[src/rtl/operand_fetch_pkg.sv]
// Shared types for the operand fetch stage.
//   opfetch_lw_t  : last-write record {valid, addr, data} captured on accept
//   opfetch_uop_t : opaque decoded-control payload
package operand_fetch_pkg;

  localparam int OPF_ADDR_WIDTH = 5;
  localparam int OPF_DATA_WIDTH = 64;
  localparam int OPF_UOP_WIDTH  = 32;

  typedef struct packed {
    logic                      valid;
    logic [OPF_ADDR_WIDTH-1:0] addr;
    logic [OPF_DATA_WIDTH-1:0] data;
  } opfetch_lw_t;

  typedef logic [OPF_UOP_WIDTH-1:0] opfetch_uop_t;

endpackage

[src/rtl/operand_bypass.sv]
// Per-operand data path of the operand fetch stage.
// Selects the operand value for the held uop: on the first (fresh) cycle the
// register file read data, overridden by the write that landed on the accept
// edge; on later cycles a hold register that keeps absorbing writebacks.
// Register x0 always reads as zero and is never forwarded.
// Ports:
//   clk, rst_n   clock, async active-low reset
//   valid        a uop is held (out_valid)
//   fresh        first cycle after accept
//   rs           held source register index
//   lw           write seen on the accept edge
//   rf_rdata     register file read data (1-cycle latency)
//   wb_*         writeback port
//   data         operand value
module operand_bypass
  import operand_fetch_pkg::*;
#(
  parameter int ADDR_WIDTH = OPF_ADDR_WIDTH,
  parameter int DATA_WIDTH = OPF_DATA_WIDTH
) (
  input  logic                  clk,
  input  logic                  rst_n,
  input  logic                  valid,
  input  logic                  fresh,
  input  logic [ADDR_WIDTH-1:0] rs,
  input  opfetch_lw_t           lw,
  input  logic [DATA_WIDTH-1:0] rf_rdata,
  input  logic                  wb_wen,
  input  logic [ADDR_WIDTH-1:0] wb_waddr,
  input  logic [DATA_WIDTH-1:0] wb_wdata,
  output logic [DATA_WIDTH-1:0] data
);

  logic [DATA_WIDTH-1:0] held_data;
  logic                  rs_nonzero;
  logic                  lw_hit;
  logic                  wb_hit;

  assign rs_nonzero = (rs != '0);
  // The array read issued on the accept edge misses a write on that same edge.
  assign lw_hit = lw.valid && (lw.addr == rs) && rs_nonzero;
  assign wb_hit = wb_wen && (wb_waddr == rs) && rs_nonzero;

  always_comb begin
    data = held_data;
    if (!rs_nonzero) begin
      data = '0;
    end else if (fresh) begin
      data = lw_hit ? lw.data : rf_rdata;
    end
  end

  always_ff @(posedge clk or negedge rst_n) begin
    if (!rst_n) begin
      held_data <= '0;
    end else if (valid) begin
      held_data <= wb_hit ? wb_wdata : data;
    end
  end

endmodule

[src/rtl/operand_fetch.sv]
// Register-read stage between decode and execute.
// Accepts a decoded uop over valid/ready, drives register file read
// addresses, collects the 1-cycle-latency read data, forwards writebacks the
// array read missed and holds uop plus operands until execute accepts.
// Optional build macro OPERAND_FETCH_PERF_EN adds a 32-bit saturating
// stall_cnt output (cycles with out_valid && !out_ready, cleared by flush).
// Ports:
//   clk, rst_n              clock, async active-low reset
//   flush                   kill held uop, block accept
//   in_valid/in_ready       decode handshake; in_rs1, in_rs2, in_uop
//   rf_raddr1/2, rf_rdata1/2 register file read ports
//   wb_wen/wb_waddr/wb_wdata writeback port
//   out_valid/out_ready     execute handshake; out_rs1_data, out_rs2_data, out_uop
module operand_fetch
  import operand_fetch_pkg::*;
#(
  parameter int ADDR_WIDTH = OPF_ADDR_WIDTH,
  parameter int DATA_WIDTH = OPF_DATA_WIDTH,
  parameter int UOP_WIDTH  = OPF_UOP_WIDTH
) (
  input  logic                  clk,
  input  logic                  rst_n,
  input  logic                  flush,
  input  logic                  in_valid,
  output logic                  in_ready,
  input  logic [ADDR_WIDTH-1:0] in_rs1,
  input  logic [ADDR_WIDTH-1:0] in_rs2,
  input  logic [UOP_WIDTH-1:0]  in_uop,
  output logic [ADDR_WIDTH-1:0] rf_raddr1,
  output logic [ADDR_WIDTH-1:0] rf_raddr2,
  input  logic [DATA_WIDTH-1:0] rf_rdata1,
  input  logic [DATA_WIDTH-1:0] rf_rdata2,
  input  logic                  wb_wen,
  input  logic [ADDR_WIDTH-1:0] wb_waddr,
  input  logic [DATA_WIDTH-1:0] wb_wdata,
  output logic                  out_valid,
  input  logic                  out_ready,
  output logic [DATA_WIDTH-1:0] out_rs1_data,
  output logic [DATA_WIDTH-1:0] out_rs2_data,
  output logic [UOP_WIDTH-1:0]  out_uop
`ifdef OPERAND_FETCH_PERF_EN
  ,
  output logic [31:0]           stall_cnt
`endif
);

  logic                  accept;
  logic                  fresh;
  logic [ADDR_WIDTH-1:0] rs1_q;
  logic [ADDR_WIDTH-1:0] rs2_q;
  opfetch_uop_t          uop_q;
  opfetch_lw_t           lw_q;

  assign in_ready = !flush && (!out_valid || out_ready);
  assign accept   = in_valid && in_ready;

  // Keep reading the held registers while stalled.
  assign rf_raddr1 = accept ? in_rs1 : rs1_q;
  assign rf_raddr2 = accept ? in_rs2 : rs2_q;

  assign out_uop = uop_q;

  always_ff @(posedge clk or negedge rst_n) begin
    if (!rst_n) begin
      out_valid <= 1'b0;
      fresh     <= 1'b0;
      rs1_q     <= '0;
      rs2_q     <= '0;
      uop_q     <= '0;
      lw_q      <= '0;
    end else begin
      fresh <= 1'b0;
      if (flush) begin
        out_valid <= 1'b0;
      end else if (accept) begin
        out_valid <= 1'b1;
        fresh     <= 1'b1;
        rs1_q     <= in_rs1;
        rs2_q     <= in_rs2;
        uop_q     <= in_uop;
        lw_q      <= '{valid: wb_wen, addr: wb_waddr, data: wb_wdata};
      end else if (out_valid && out_ready) begin
        out_valid <= 1'b0;
      end
    end
  end

  operand_bypass #(
    .ADDR_WIDTH (ADDR_WIDTH),
    .DATA_WIDTH (DATA_WIDTH)
  ) u_bypass_rs1 (
    .clk      (clk),
    .rst_n    (rst_n),
    .valid    (out_valid),
    .fresh    (fresh),
    .rs       (rs1_q),
    .lw       (lw_q),
    .rf_rdata (rf_rdata1),
    .wb_wen   (wb_wen),
    .wb_waddr (wb_waddr),
    .wb_wdata (wb_wdata),
    .data     (out_rs1_data)
  );

  operand_bypass #(
    .ADDR_WIDTH (ADDR_WIDTH),
    .DATA_WIDTH (DATA_WIDTH)
  ) u_bypass_rs2 (
    .clk      (clk),
    .rst_n    (rst_n),
    .valid    (out_valid),
    .fresh    (fresh),
    .rs       (rs2_q),
    .lw       (lw_q),
    .rf_rdata (rf_rdata2),
    .wb_wen   (wb_wen),
    .wb_waddr (wb_waddr),
    .wb_wdata (wb_wdata),
    .data     (out_rs2_data)
  );

`ifdef OPERAND_FETCH_PERF_EN
  always_ff @(posedge clk or negedge rst_n) begin
    if (!rst_n) begin
      stall_cnt <= '0;
    end else if (flush) begin
      stall_cnt <= '0;
    end else if (out_valid && !out_ready && (stall_cnt != '1)) begin
      stall_cnt <= stall_cnt + 32'd1;
    end
  end
`endif

endmodule

[config.mk]
export PLATFORM = sky130hd
export DESIGN_NAME = operand_fetch
export DESIGN_NICKNAME = d
export VERILOG_FILES = /design/src/rtl/operand_fetch_pkg.sv /design/src/rtl/operand_bypass.sv /design/src/rtl/operand_fetch.sv
export SDC_FILE = /design/constraint.sdc
export NUM_CORES = 1
export LEC_CHECK = 0
export BUFFER_PORTS_ARGS = -buffer_cell sky130_fd_sc_hd__buf_4
export CORE_ASPECT_RATIO = 0.9
export CORE_MARGIN = 10
export CORE_UTILIZATION = 54
export CTS_BUF_LIST = sky130_fd_sc_hd__clkbuf_8
export CTS_CLUSTER_SIZE = 12
export DETAILED_ROUTE_END_ITERATION = 8
export GPL_ROUTABILITY_DRIVEN = 0
export PLACE_DENSITY = 0.84
export SYNTH_ARGS = -nofsm -noshare
export SYNTH_HDL_FRONTEND = slang
export SYNTH_SLANG_ARGS = --single-unit
[constraint.sdc]
create_clock -name clk -period 2.7 [get_ports clk]
set_input_delay 0.54 -clock clk [delete_from_list [all_inputs] [get_ports clk]]
set_output_delay 0.54 -clock clk [all_outputs]
set_load 0.02 [all_outputs]
==> metrics.csv <==
metric,value,unit
antenna violations before repair,1,
relative slew slack,41.29,%
"Slew Viols, Final",0,
fraction of registers with async set/reset,100.0,%
status,"finished, violations left",
worst stage delay on the critical path,0.43,ns
"Warnings, synthesis",0,
R2R Setup Slk,0.05,ns
Crit Path Max Fanout,18,
core area,24320,µm²
final hold viol count,0,
Chip Width,185.9,µm
"Avg Cell Area, Syn",10.39,µm²
first-pass GRT wire length,82.24,mm
CP arrival,2.62,ns
post-synth cell types,33,
top post-synthesis cells by area,"dfrtp_1 45%, mux2_2 9.9%, a221o_1 9.5%",
fin util,79.49,%
Setup Skew,0.02339,ns
Cell Pwr Density,762.0,nW/µm²
Worst R2R End,u_bypass_rs2.held_data[57]$_DFFE_PN0P_,
mapped cell area,13370,µm²
mux cell area share after synthesis,10.01,%
"count leader, synth",dfrtp_1,
area of the multi-input gates,7284,µm²
critical path class,reg2out,
Leak,0.008854,µW
hpwl dp,34.58,mm
CP top delay family,compound AO/OA/AOI/OAI gates,
RSZ-0062 raised after global routing,true,
num ports,417,
H-tree depth,2,
total power,14730,µW
#FFs+latches synth,242,
Tightest Pin Transition,0.8786,ns
via/cell ratio,6.665,
CP required,2.16,ns
Mapped Nets,1532,
Final min period,3.160,ns
Avg WL per Cell,28.23,µm
clock slew at reported path FFs,0.07,ns
Compound-Gate Fraction of Synth Area,21.27,%
post-synthesis simple-gate area fraction,17.82,%
CTS Sinks,242,
vias in the first global route,14120,
Post-CTS Hold Buffers,0,
total grt overflow,0,
post-synth top area cell,dfrtp_1,
register area,6071,µm²
FF-to-FF path depth,8,
failing checks,setup timing,
Port Buffers,416,
WP buf/inv,2,
top cell type's share of synthesized area,45.28,%
Final setup viols,128,
cell row count,54,
"Area growth, synth to finish",44.56,%
DR iter-0 viols,1952,
max_cap viols,0,
clock latency on the worst-skew pair,0.54,ns
HP Class,in2async,
Max Fclk,316.5,MHz
Synth Instances,1287,
Setup WS post-layout,-0.4599,ns
sequential element share of the synthesized area,45.28,%
Worst setup EP type,primary output,
fillers,1411,
synth cell count leaders,"242 x dfrtp_1, 236 x nor2_1, 129 x nor2b_1",
share of cells above drive strength 1,44.80,%
detailed-route via count,13720,
nets,1967,
Peak VDD IR,0.0004707,V
Post-Synth XOR/XNOR Area,1.310,%
final critical-path share of the clock period,117.0,%
maximum clock insertion buffer count,3,
root buffer cell,clkbuf_8,
CTS tree,built,
DRC Markers,0,
CP max stage cell,dfrtp_1,
Initial Utilization,54.98,%
Die Y,169.3,µm
die footprint,31470,µm²
Setup crit start kind,flip-flop,
first-pass iteration count of the detailed router,6,
Post-synth EDFFs,0,
largest net degree at the start of global routing,134,
cts bufs inserted,41,
Antenna Violating Nets Remaining,0,
DRT Wirelength,58.12,mm
GRT Overall Usage,33.33,%
crit-path cells,xor2_1 -> nor4_4 -> a41o_4 -> buf_12 -> o221a_1 -> and2_1 -> buf_6,
Synth Area in Adders,0,%
Most used DFF post-synth,dfrtp_1,
largest family of logic cells by synthesized area,compound AO/OA/AOI/OAI gates,
reg2reg start,rs2_q[0]$_DFFE_PN0N_,
-- how the worst max path moves through the flow --
| stage | start | endpoint | depth (start not counted) |
|---|---|---|---|
| detailed placement | lw_q[68]$_DFFE_PN0P_ | out_rs2_data[7] | 7 |
| CTS | rs2_q[2]$_DFFE_PN0N_ | out_rs2_data[47] | 7 |
| floorplan | out_valid$_DFFE_PN0P_ | rf_raddr1[4] | 7 |
| global route | lw_q[68]$_DFFE_PN0P_ | out_rs2_data[58] | 7 |
| global placement | lw_q[64]$_DFFE_PN0P_ | out_rs2_data[18] | 7 |
| finish | lw_q[68]$_DFFE_PN0P_ | out_rs2_data[58] | 7 |
-- worst reg2reg max path: stages, from the launching register on --
cell	delay, ns
dfrtp_1	0.40
buf_4	0.14
inv_1	0.10
nand2_2	0.11
buf_4	0.42
nand2_1	0.18
nor2_4	0.69
buf_12	0.33
a221o_1	0.23
-- per-stage QoR --
stage	hold WS (ns)	setup WS, ns	area, µm²	instances	TNS [ns]
floorplan	0.2444	0.07657	13380	1287	0
global placement	0.4914	0.1234	17010	1932	0
detailed placement	0.4971	0.08190	17010	1932	0
CTS	0.01116	-0.3834	18880	2035	-40.86
global route	0.02737	-0.5389	19330	2059	-55.56
finish	0.003516	-0.4599	19330	2059	-46.82
-- logic make-up after synthesis --
group                  Yosys count
AO/OA/AOI/OAI                  299
XOR/XNOR                        20
buffers and inverters          128
flip-flops                     242
multiplexers                   119
AND/OR/NAND/NOR                479
-- metal layers --
layer  global-route usage, %  part of all wire [%]  vias to the layer above
li1                        -                     -                     5647
met1                   39.32                    35                     6691
met2                   53.61                    48                     1159
met3                   9.932                    12                      227
met4                   18.28                   5.4                        0
met5                       0                     0                        -
-- repair_timing --
| item | CTS | global route |
|---|---|---|
| cloned | 8 | 7 |
| resized for setup | 149 | 49 |
| hold endpoints to repair | 0 | 0 |
| endpoints found under the setup margin | 137 | 138 |
| pin swaps | 14 | 17 |
| setup buffers | 24 | 19 |
-- placed cells by master, fill, tap and decap left out, types with 2 or more instances in the layout --
cell type and instances:
and3_2 2, nor2_4 2, dfrtp_1 234, clkbuf_16 5, xnor2_1 6, dfrtp_2 6, inv_1 20, nor2b_1 127
o21ai_0 4, a31oi_1 36, o221a_4 34, nand4_1 2, and2_1 37, buf_6 95, xor2_1 9, and2_2 2
buf_16 4, o221a_1 55, and2_4 29, a221o_1 127, mux2_2 118, o21a_1 37, dfrtp_4 2, nand2_2 2
nor4_4 3, a31oi_4 2, buf_4 379, xor2_2 4, nor3_1 2, buf_12 30, nand2_1 4, nor2_1 233
clkbuf_8 51, clkinv_2 3, nand3_1 27
-- sequential cells by signal, indices dropped and copies added (netlist names) --
register,count
fresh,1
lw_q,70
out_uop,32
out_valid,1
rs1_q,5
rs2_q,5
u_bypass_rs1.held_data,64
u_bypass_rs2.held_data,64
-- area by class of cell --
type                       instances  share of cell area (%)
clock buffer                      51                   3.631
inverter                           3                 0.05825
tap                              308                   1.993
timing repair buffer             515                   24.82
antenna                            1                 0.01294
sequential                       242                   31.40
multi-input combinational        919                   37.68
clock inverter                    20                  0.4077
-- where the power goes --
group | switching [µW] | leakage, µW | internal (µW)
registers | 591 | 0.00297 | 4430
logic | 3220 | 0.00542 | 3270
clock network | 1530 | 0.000469 | 1690
No activity file was read; power rests on OpenSTA's default activity.
